File: config.mk
export PLATFORM = sky130hd
export DESIGN_NAME = mem_port_arbiter
export DESIGN_NICKNAME = d
export VERILOG_FILES = /design/src/rtl/mem_port_arbiter.sv
export SDC_FILE = /design/constraint.sdc
export NUM_CORES = 1
export LEC_CHECK = 0
export CAP_MARGIN = 20
export CORE_AREA = 4 4 108 110
export CTS_CLUSTER_DIAMETER = 100
export DETAILED_ROUTE_END_ITERATION = 10
export DIE_AREA = 0 0 112 114
export PLACE_DENSITY = 0.64
export SYNTH_ARGS = -nofsm -noshare
export SYNTH_HDL_FRONTEND = slang
export SYNTH_SLANG_ARGS = --single-unit
File: constraint.sdc
create_clock -name clk_i -period 2.35 [get_ports clk_i]
set_input_delay 0.47 -clock clk_i [delete_from_list [all_inputs] [get_ports clk_i]]
set_output_delay 0.47 -clock clk_i [all_outputs]
set_load 0.03 [all_outputs]
File: src/rtl/mem_port_arbiter.sv
// mem_port_arbiter
//   Shares one request/grant/rvalid memory port between an instruction
//   requester (read-only) and a data requester. Only one transaction is in
//   flight at a time. A fresh arbitration in IDLE is round-robin.
//
// Ports
//   clk_i, rst_i        : clock (rising edge) and asynchronous active-high reset
//   instr_req_i/addr_i  : instruction requester
//   instr_gnt_o/rvalid_o/rdata_o/err_o : instruction responses
//   data_req_i/addr_i/we_i/be_i/wdata_i : data requester
//   data_gnt_o/rvalid_o/rdata_o/err_o  : data responses
//   mem_req_o/addr_o/we_o/be_o/wdata_o : shared memory request channel
//   mem_gnt_i/rvalid_i/rdata_i/err_i   : shared memory response channel
//   proto_err_o         : sticky, rvalid seen while nothing was outstanding
module mem_port_arbiter #(
  parameter int AW = 32,
  parameter int DW = 32
) (
  input  logic          clk_i,
  input  logic          rst_i,
  input  logic          instr_req_i,
  input  logic [AW-1:0] instr_addr_i,
  output logic          instr_gnt_o,
  output logic          instr_rvalid_o,
  output logic [DW-1:0] instr_rdata_o,
  output logic          instr_err_o,
  input  logic          data_req_i,
  input  logic [AW-1:0] data_addr_i,
  input  logic          data_we_i,
  input  logic [3:0]    data_be_i,
  input  logic [DW-1:0] data_wdata_i,
  output logic          data_gnt_o,
  output logic          data_rvalid_o,
  output logic [DW-1:0] data_rdata_o,
  output logic          data_err_o,
  output logic          mem_req_o,
  output logic [AW-1:0] mem_addr_o,
  output logic          mem_we_o,
  output logic [3:0]    mem_be_o,
  output logic [DW-1:0] mem_wdata_o,
  input  logic          mem_gnt_i,
  input  logic          mem_rvalid_i,
  input  logic [DW-1:0] mem_rdata_i,
  input  logic          mem_err_i,
  output logic          proto_err_o
);

  typedef enum logic [1:0] {IDLE, WAIT_GNT, WAIT_RVALID} state_t;

  state_t state_reg;
  logic   owner_data_reg;  // 1: data requester owns the port, 0: instr
  logic   prio_data_reg;   // 1: data wins the next tie, 0: instr wins
  logic   proto_err_reg;

  logic   sel_data;
  logic   owner_data;
  logic   issue_req;
  logic   handshake;
  logic   rsp;

  always_comb begin
    // Tie-break only matters when both request; otherwise the lone requester wins.
    sel_data   = data_req_i && (!instr_req_i || prio_data_reg);
    // Once a request is pending the latched owner is final until granted.
    owner_data = (state_reg == IDLE) ? sel_data : owner_data_reg;
    // Outputs are held at zero for the whole time reset is asserted.
    issue_req  = !rst_i && (((state_reg == IDLE) && (instr_req_i || data_req_i)) ||
                            (state_reg == WAIT_GNT));
    handshake  = issue_req && mem_gnt_i;
    rsp        = !rst_i && (state_reg == WAIT_RVALID) && mem_rvalid_i;
  end

  assign mem_req_o   = issue_req;
  assign mem_addr_o  = !issue_req ? '0 : (owner_data ? data_addr_i : instr_addr_i);
  assign mem_we_o    = issue_req && owner_data && data_we_i;
  // Instruction fetches read the full word.
  assign mem_be_o    = !issue_req ? 4'b0000 : (owner_data ? data_be_i : 4'b1111);
  assign mem_wdata_o = (issue_req && owner_data) ? data_wdata_i : '0;

  assign instr_gnt_o = handshake && !owner_data;
  assign data_gnt_o  = handshake && owner_data;

  assign instr_rvalid_o = rsp && !owner_data_reg;
  assign instr_rdata_o  = (rsp && !owner_data_reg) ? mem_rdata_i : '0;
  assign instr_err_o    = rsp && !owner_data_reg && mem_err_i;
  assign data_rvalid_o  = rsp && owner_data_reg;
  assign data_rdata_o   = (rsp && owner_data_reg) ? mem_rdata_i : '0;
  assign data_err_o     = rsp && owner_data_reg && mem_err_i;

  assign proto_err_o = proto_err_reg;

  always_ff @(posedge clk_i or posedge rst_i) begin
    if (rst_i) begin
      state_reg      <= IDLE;
      owner_data_reg <= 1'b0;
      prio_data_reg  <= 1'b0;
      proto_err_reg  <= 1'b0;
    end else begin
      // Any rvalid with nothing outstanding is dropped and flagged forever.
      if (mem_rvalid_i && (state_reg != WAIT_RVALID))
        proto_err_reg <= 1'b1;

      if (handshake)
        prio_data_reg <= !owner_data;

      case (state_reg)
        IDLE: begin
          if (issue_req) begin
            owner_data_reg <= owner_data;
            state_reg      <= mem_gnt_i ? WAIT_RVALID : WAIT_GNT;
          end
        end
        WAIT_GNT: begin
          if (mem_gnt_i)
            state_reg <= WAIT_RVALID;
        end
        WAIT_RVALID: begin
          if (mem_rvalid_i)
            state_reg <= IDLE;
        end
        default: state_reg <= IDLE;
      endcase
    end
  end

endmodule

==> results of run 1 <==
==> metal layers <==
layer / wire length, um / GRT usage (%) / up-vias
li1: - / - / 1288
met1: 2890 / 12.5 / 1097
met2: 4890 / 25.1 / 168
met3: 1040 / 4.03 / 12
met4: 144 / 3.29 / 0
met5: 0 / 0 / -
==> power by group <==
part / leakage (nW) / switching [mW] / internal (mW)
clock: 0.0228 / 0.0395 / 0.116
sequential: 0.0567 / 0.0279 / 0.113
combinational: 2.31 / 0.988 / 1.14
total: 2.39 / 1.06 / 1.37
==> critical path, stage by stage <==
cell and delay [ns]:
dlygate4sd2_1 0.24, nor3_1 0.05, or3_4 0.41, nor2_4 0.15, bufbuf_16 0.29, and2_4 0.14
buf_6 0.12
==> placed cells by master (no fill, tap or decap), types with 2 or more instances in the layout <==
cell             synthesis  layout
and2_4                   0      35
clkbuf_8                 0       3
nor2_1                  44      43
clkbuf_16                0       3
dlygate4sd2_1            0       3
dfrtp_1                  5       3
mux2i_1                 33      31
nand2b_1                 2       2
buf_4                    2     116
inv_1                    3       3
nor3_1                   2       2
and2_1                  99      64
a21o_1                   2       2
clkdlybuf4s50_1          0     136
and3_4                   0       2
buf_12                   0      10
dfrtp_2                  0       2
buf_6                    1      40
==> cells by family (layout without fill, tap and decap cells) <==
logic type | after synthesis | in the layout | synth area share (%)
and+or+nand+nor | 154 | 154 | 57.3
buffers and inverters | 23 | 318 | 8.35
AOI/OAI and AO/OA | 6 | 6 | 3.71
DFF | 5 | 5 | 8.43
muxes | 33 | 33 | 22.3
==> metrics by stage <==
stage	setup slack, ns	util [%]
6_report	0.00634	44.8
5_1_grt	-0.0737	44.8
4_1_cts	-0.0470	44.0
3_5_place_dp	-0.257	39.7
3_3_place_gp	-0.258	39.7
2_1_floorplan	0.211	-
==> final cells by class <==
class                           count  area (um^2)
Tap cell                          140          175
Multi-Input combinational cell    193         1370
Inverter                            3         11.3
Timing Repair Buffer              311         3060
Sequential cell                     5          128
Fill cell                        1028         5910
Clock buffer                        4         45.0
==> timing repair <==
item | in CTS | in global routing
buffers inserted | 7 | 1
cloned | 3 | 3
resized for setup | 87 | 11
pin swaps | 15 | 21
endpoints found under the setup margin | 137 | 131
==> worst min path at each step <==
| stage | start | to | slack [ns] | cells after the start |
|---|---|---|---|---|
| final | rst_i | owner_data_reg$_DFFE_PP0P_ | 0.36 | 2 |
| after global routing | rst_i | proto_err_o$_DFFE_PP0P_ | 0.37 | 2 |
| after CTS | rst_i | prio_data_reg$_DFFE_PP0P_ | 0.33 | 2 |
| after detailed placement | proto_err_o$_DFFE_PP0P_ | proto_err_o$_DFFE_PP0P_ | 0.45 | 1 |
| after global placement | proto_err_o$_DFFE_PP0P_ | proto_err_o$_DFFE_PP0P_ | 0.44 | 1 |
| after floorplan | rst_i | owner_data_reg$_DFFE_PP0P_ | 0.25 | 1 |
==> impl_results.md, run 1 <==
* Critical Path AT at 1.87 ns
* Ys flop type: dfrtp_1
* Number of routed nets with antenna violations at 0
* Final WL at around 9000 um
* Worst rel slew slack at 78.9%
* Syn-to-layout area delta at 223%
* Tmin final at 2.34 ns
* # setup viols final at 0
* Crit path launch: data_req_i
* Worst reg2reg path endpoint: prio_data_reg$_DFFE_PP0P_
* Die width at 112 um
* Wire length per cell at 13.7 um
* Most frequent cell after synthesis: and2_1
* RSZ-0062 raised after global routing: true
* Total core area at 10700 um^2
* Initial antenna violation count at 0
* Synth area leaders: and2_1, mux2i_1, nor2_1
* Ports at 281
* First-pass GRT wire length at 13300 um
* Worst r2r src: state_reg[1]$_DFFE_PP0P_
* Top-area cell type share of the netlist area at 41.7%
* # diodes at 0
* Worst setup endpoint: mem_wdata_o[14]
* CTS Sinks at 5
* Worst-path clk slew at 0.03 ns
* Peak VDD IR at 0.264 mV
* Number of global-route vias before repair at 2732
* DR pass1 iterations at 4
* WHS at 0.364 ns
* Pin slew with the least headroom to its limit at 0.316 ns
* Yosys top cell by area: and2_1
* Post-DR vias/cell at between 3 and 4
* Slew Viols, Final at 0
* Fin area at 4790 um^2
* HP Class: input port to asynchronous set/reset pin
* Seq/Total Area, Yosys at 8.43%
* Setup crit end kind: primary output
* Pleak at between 2 and 2.5 nW
* Drc violations at 0
* Ys async rst share at 100%
* All-layer global routing usage at 12.6%
* Fin crit share at 99.7%
* Max reg flops at 2
* Largest net degree at the start of global routing at 37
* Vias at 2565
* CTS Root Cell: clkbuf_8
* Starting Density at between 10% and 20%
* H-tree depth at 1
* Area after DPL at 4250 um^2
* Kind of critical path: input port to primary output
* Syn Area/Cell at 6.71 um^2
* Die area at about 13000 um^2
* Max Cap Violations at 0
* GP Congestion at 0.849
* Synth warn at 0
* Layout Skew at ~0.00014 ns
* Achievable Freq at 427 MHz
* Startpoint types: input port
* Most instantiated cells after synthesis: and2_1, nor2_1, mux2i_1
* Pwr/cell area at ~510 nW/um^2
* Crit Path Max Fanout at 8
* Setup TNS at 0 ns
* Cts hold-fix bufs at 0
* Final Total Pwr at 2.42 mW
* CTS tree: done
* #FFs+latches synth at 5
* Port Buffers at 280
* Critical Path RT at 1.88 ns
* Cts bufs inserted at 3
* Share of layout cells above drive strength 1 at between 40% and 50%
* R2R setup slack at 0.78 ns
* Fin. Hold Viols at 0
* Chip Height at 114 um
* 1st-iter DRT viols at 53
* R2R depth at 7
* Row count at 38
* Grt ovf at 0
* Synth Cell Area at about 1500 um^2
* Nets at 657
* Max clock buf depth at 2
* Mapped Cells at approximately 220
* Syn_nets at roughly 360
* Inst Count DP at 641
* Status: finished, final reports clean
* EDFF count, synth at 0
* Later-pin clock latency in the skew report at 0.22 ns
* Dpl hpwl at 7320 um
* Distinct cells, synth at 23
* Final cell count without fillers at 656
Power figures use the tool's default switching activity.
==> run 2: changes to the inputs <==
==> constraint.sdc (replaced) <==
create_clock -name clk_i -period 2.35 [get_ports clk_i]
set_input_delay 0.705 -clock clk_i [delete_from_list [all_inputs] [get_ports clk_i]]
set_output_delay 0.705 -clock clk_i [all_outputs]
set_load 0.03 [all_outputs]
==> run 2 against run 1 <==
Against the previous run: the flow now finishes with violations (setup timing); non-clock buffer count rose by 31; global-route usage rose by 5.5 points; clock skew rose by 0.0034 ns; register-to-register slack got worse by 0.31 ns; first-iteration DRC count fell by 19%; setup slack got worse by 0.31 ns; critical path depth rose by 2; clock-buffer cell count did not move; critical path type unchanged.
==> impl_results.md, run 2 (same netlist as run 1, synthesis figures left out) <==
* 1st-iter DRT viols at 43
* Cts bufs inserted at 3
* Total core area at approximately 11000 um^2
* Tmin final at between 2 and 3 ns
* Kind of critical path: input port to primary output
* Commonest non-fill, non-tap cell in the layout: buf_6
* Pwr/cell area at 547 nW/um^2
* Number of routed nets with antenna violations at 0
* Wire length per cell at 17.6 um
* Fin crit share at 113%
* Critical Path RT at ~1.6 ns
* FF/Latch Area at 126 um^2
* Post-DR vias/cell at 4.15
* CTS Root Cell: clkbuf_8
* Max Cap Violations at 0
* Final Total Pwr at 3.58 mW
* Commonest cells after routing, fill and taps aside: buf_6, clkdlybuf4s50_1, and2_4
* Status: finished, violations left
* RSZ-0062 raised after global routing: true
* GP Congestion at 0.776
* All-layer global routing usage at 18.1%
* Pin slew with the least headroom to its limit at 0.317 ns
* Row count at 38
* Layout Skew at around 0.0035 ns
* Placement Setup Slack at -1.19 ns
* First-pass GRT wire length at approximately 18000 um
* Setup WS post-layout at -0.303 ns
* Port Buffers at 280
* Worst-path clk slew at about 0.03 ns
* Number of fill cells at 819
* Fin area at 6540 um^2
* R2R depth at 9
* Syn-to-layout area delta at 341%
* Max reg flops at 2
* Drc violations at 0
* Fin. Hold Viols at 0
* Number of global-route vias before repair at ~3300
* Setup crit end kind: primary output
* HP Class: flip-flop to flip-flop
* Share of layout cells above drive strength 1 at around 71%
* Multi-input gate area at 2200 um^2
* Max clock buf depth at 2
* Largest net degree at the start of global routing at 18
* Die area at 12800 um^2
* Cts hold-fix bufs at 0
* Post-layout util at 61.1%
* CTS Sinks at 5
* Hold Path Stages at 1
* Critical Path AT at ~2.0 ns
* Dpl hpwl at just over 8000 um
* Crit Path Max Fanout at 4
* Slew Viols, Final at 0
* CTS tree: done
* Initial antenna violation count at 0
* # diodes at 0
* Grt ovf at 0
* # setup viols final at 140
* Nets at 689
* Worst rel slew slack at between 70% and 80%
* Chip Height at 114 um
* Area after DPL at 4720 um^2
* Violations in the final reports: setup timing
* Die width at 112 um
* Pleak at 2.78 nW
* Achievable Freq at 377 MHz
* Peak VDD IR at 0.351 mV
* Startpoint types: input port
* H-tree depth at 1
* Final WL at 12100 um
* DR pass1 iterations at 4
* Starting Density at ~14%
* Later-pin clock latency in the skew report at 0.22 ns
* Ports at 281
* Vias at 2852
-- run 2: stage by stage --
step,TNS [ns],hold slack (ns),instances
2_1_floorplan,-0.988,0.441,221
3_3_place_gp,-111.59,0.461,644
3_5_place_dp,-112.18,0.468,644
4_1_cts,-38.35,0.483,686
5_1_grt,-39.60,0.484,688
6_report,-32.15,0.479,688
-- run 2: path summary, 6_finish.rpt --
| kind | from | to | slack (ns) |
|---|---|---|---|
| setup / recovery | rst_i | data_rdata_o[2] | -0.30 |
| hold / removal | proto_err_o$_DFFE_PP0P_ | proto_err_o$_DFFE_PP0P_ | 0.48 |
| setup reg to reg | state_reg[1]$_DFFE_PP0P_ | prio_data_reg$_DFFE_PP0P_ | 0.47 |
| hold reg to reg | proto_err_o$_DFFE_PP0P_ | proto_err_o$_DFFE_PP0P_ | 0.48 |
| max in group asynchronous | rst_i | state_reg[1]$_DFFE_PP0P_ | 1.65 |
| min in group asynchronous | rst_i | state_reg[0]$_DFFE_PP0P_ | 0.50 |
-- run 2: where the power goes --
| group | switching (mW) | total, mW | internal (mW) | leakage (nW) |
|---|---|---|---|---|
| sequential | 0.0253 | 0.137 | 0.112 | 0.0581 |
| combinational | 1.45 | 3.28 | 1.83 | 2.70 |
| clock | 0.0451 | 0.162 | 0.117 | 0.0228 |
-- run 2: cell type report --
cell class / count / area share, %
Multi-Input combinational cell: 194 / 33.6
Tap cell: 140 / 2.68
Inverter: 3 / 0.287
Clock buffer: 4 / 0.689
Sequential cell: 5 / 1.93
Timing Repair Buffer: 342 / 60.8
-- run 2: what timing repair did --
item,in CTS,in global routing
setup buffers,26,10
cloned,13,1
gates resized for setup,441,24
endpoints found under the setup margin,140,140
pin swaps,80,19
-- run 2: critical path: stages --
cell	delay [ns]
buf_6	0.10
buf_6	0.11
nor3b_4	0.18
and3_4	0.24
buf_12	0.11
buf_8	0.12
clkbuf_16	0.14
and2_4	0.14
buf_6	0.12
-- run 2: metal layers --
layer / global-route usage (%) / routed length, um / up-vias
met5: 0 / 0 / -
met4: 3.21 / 117 / 0
met3: 5.36 / 1190 / 9
met2: 37.4 / 6980 / 170
met1: 17.6 / 3800 / 1313
li1: - / - / 1360
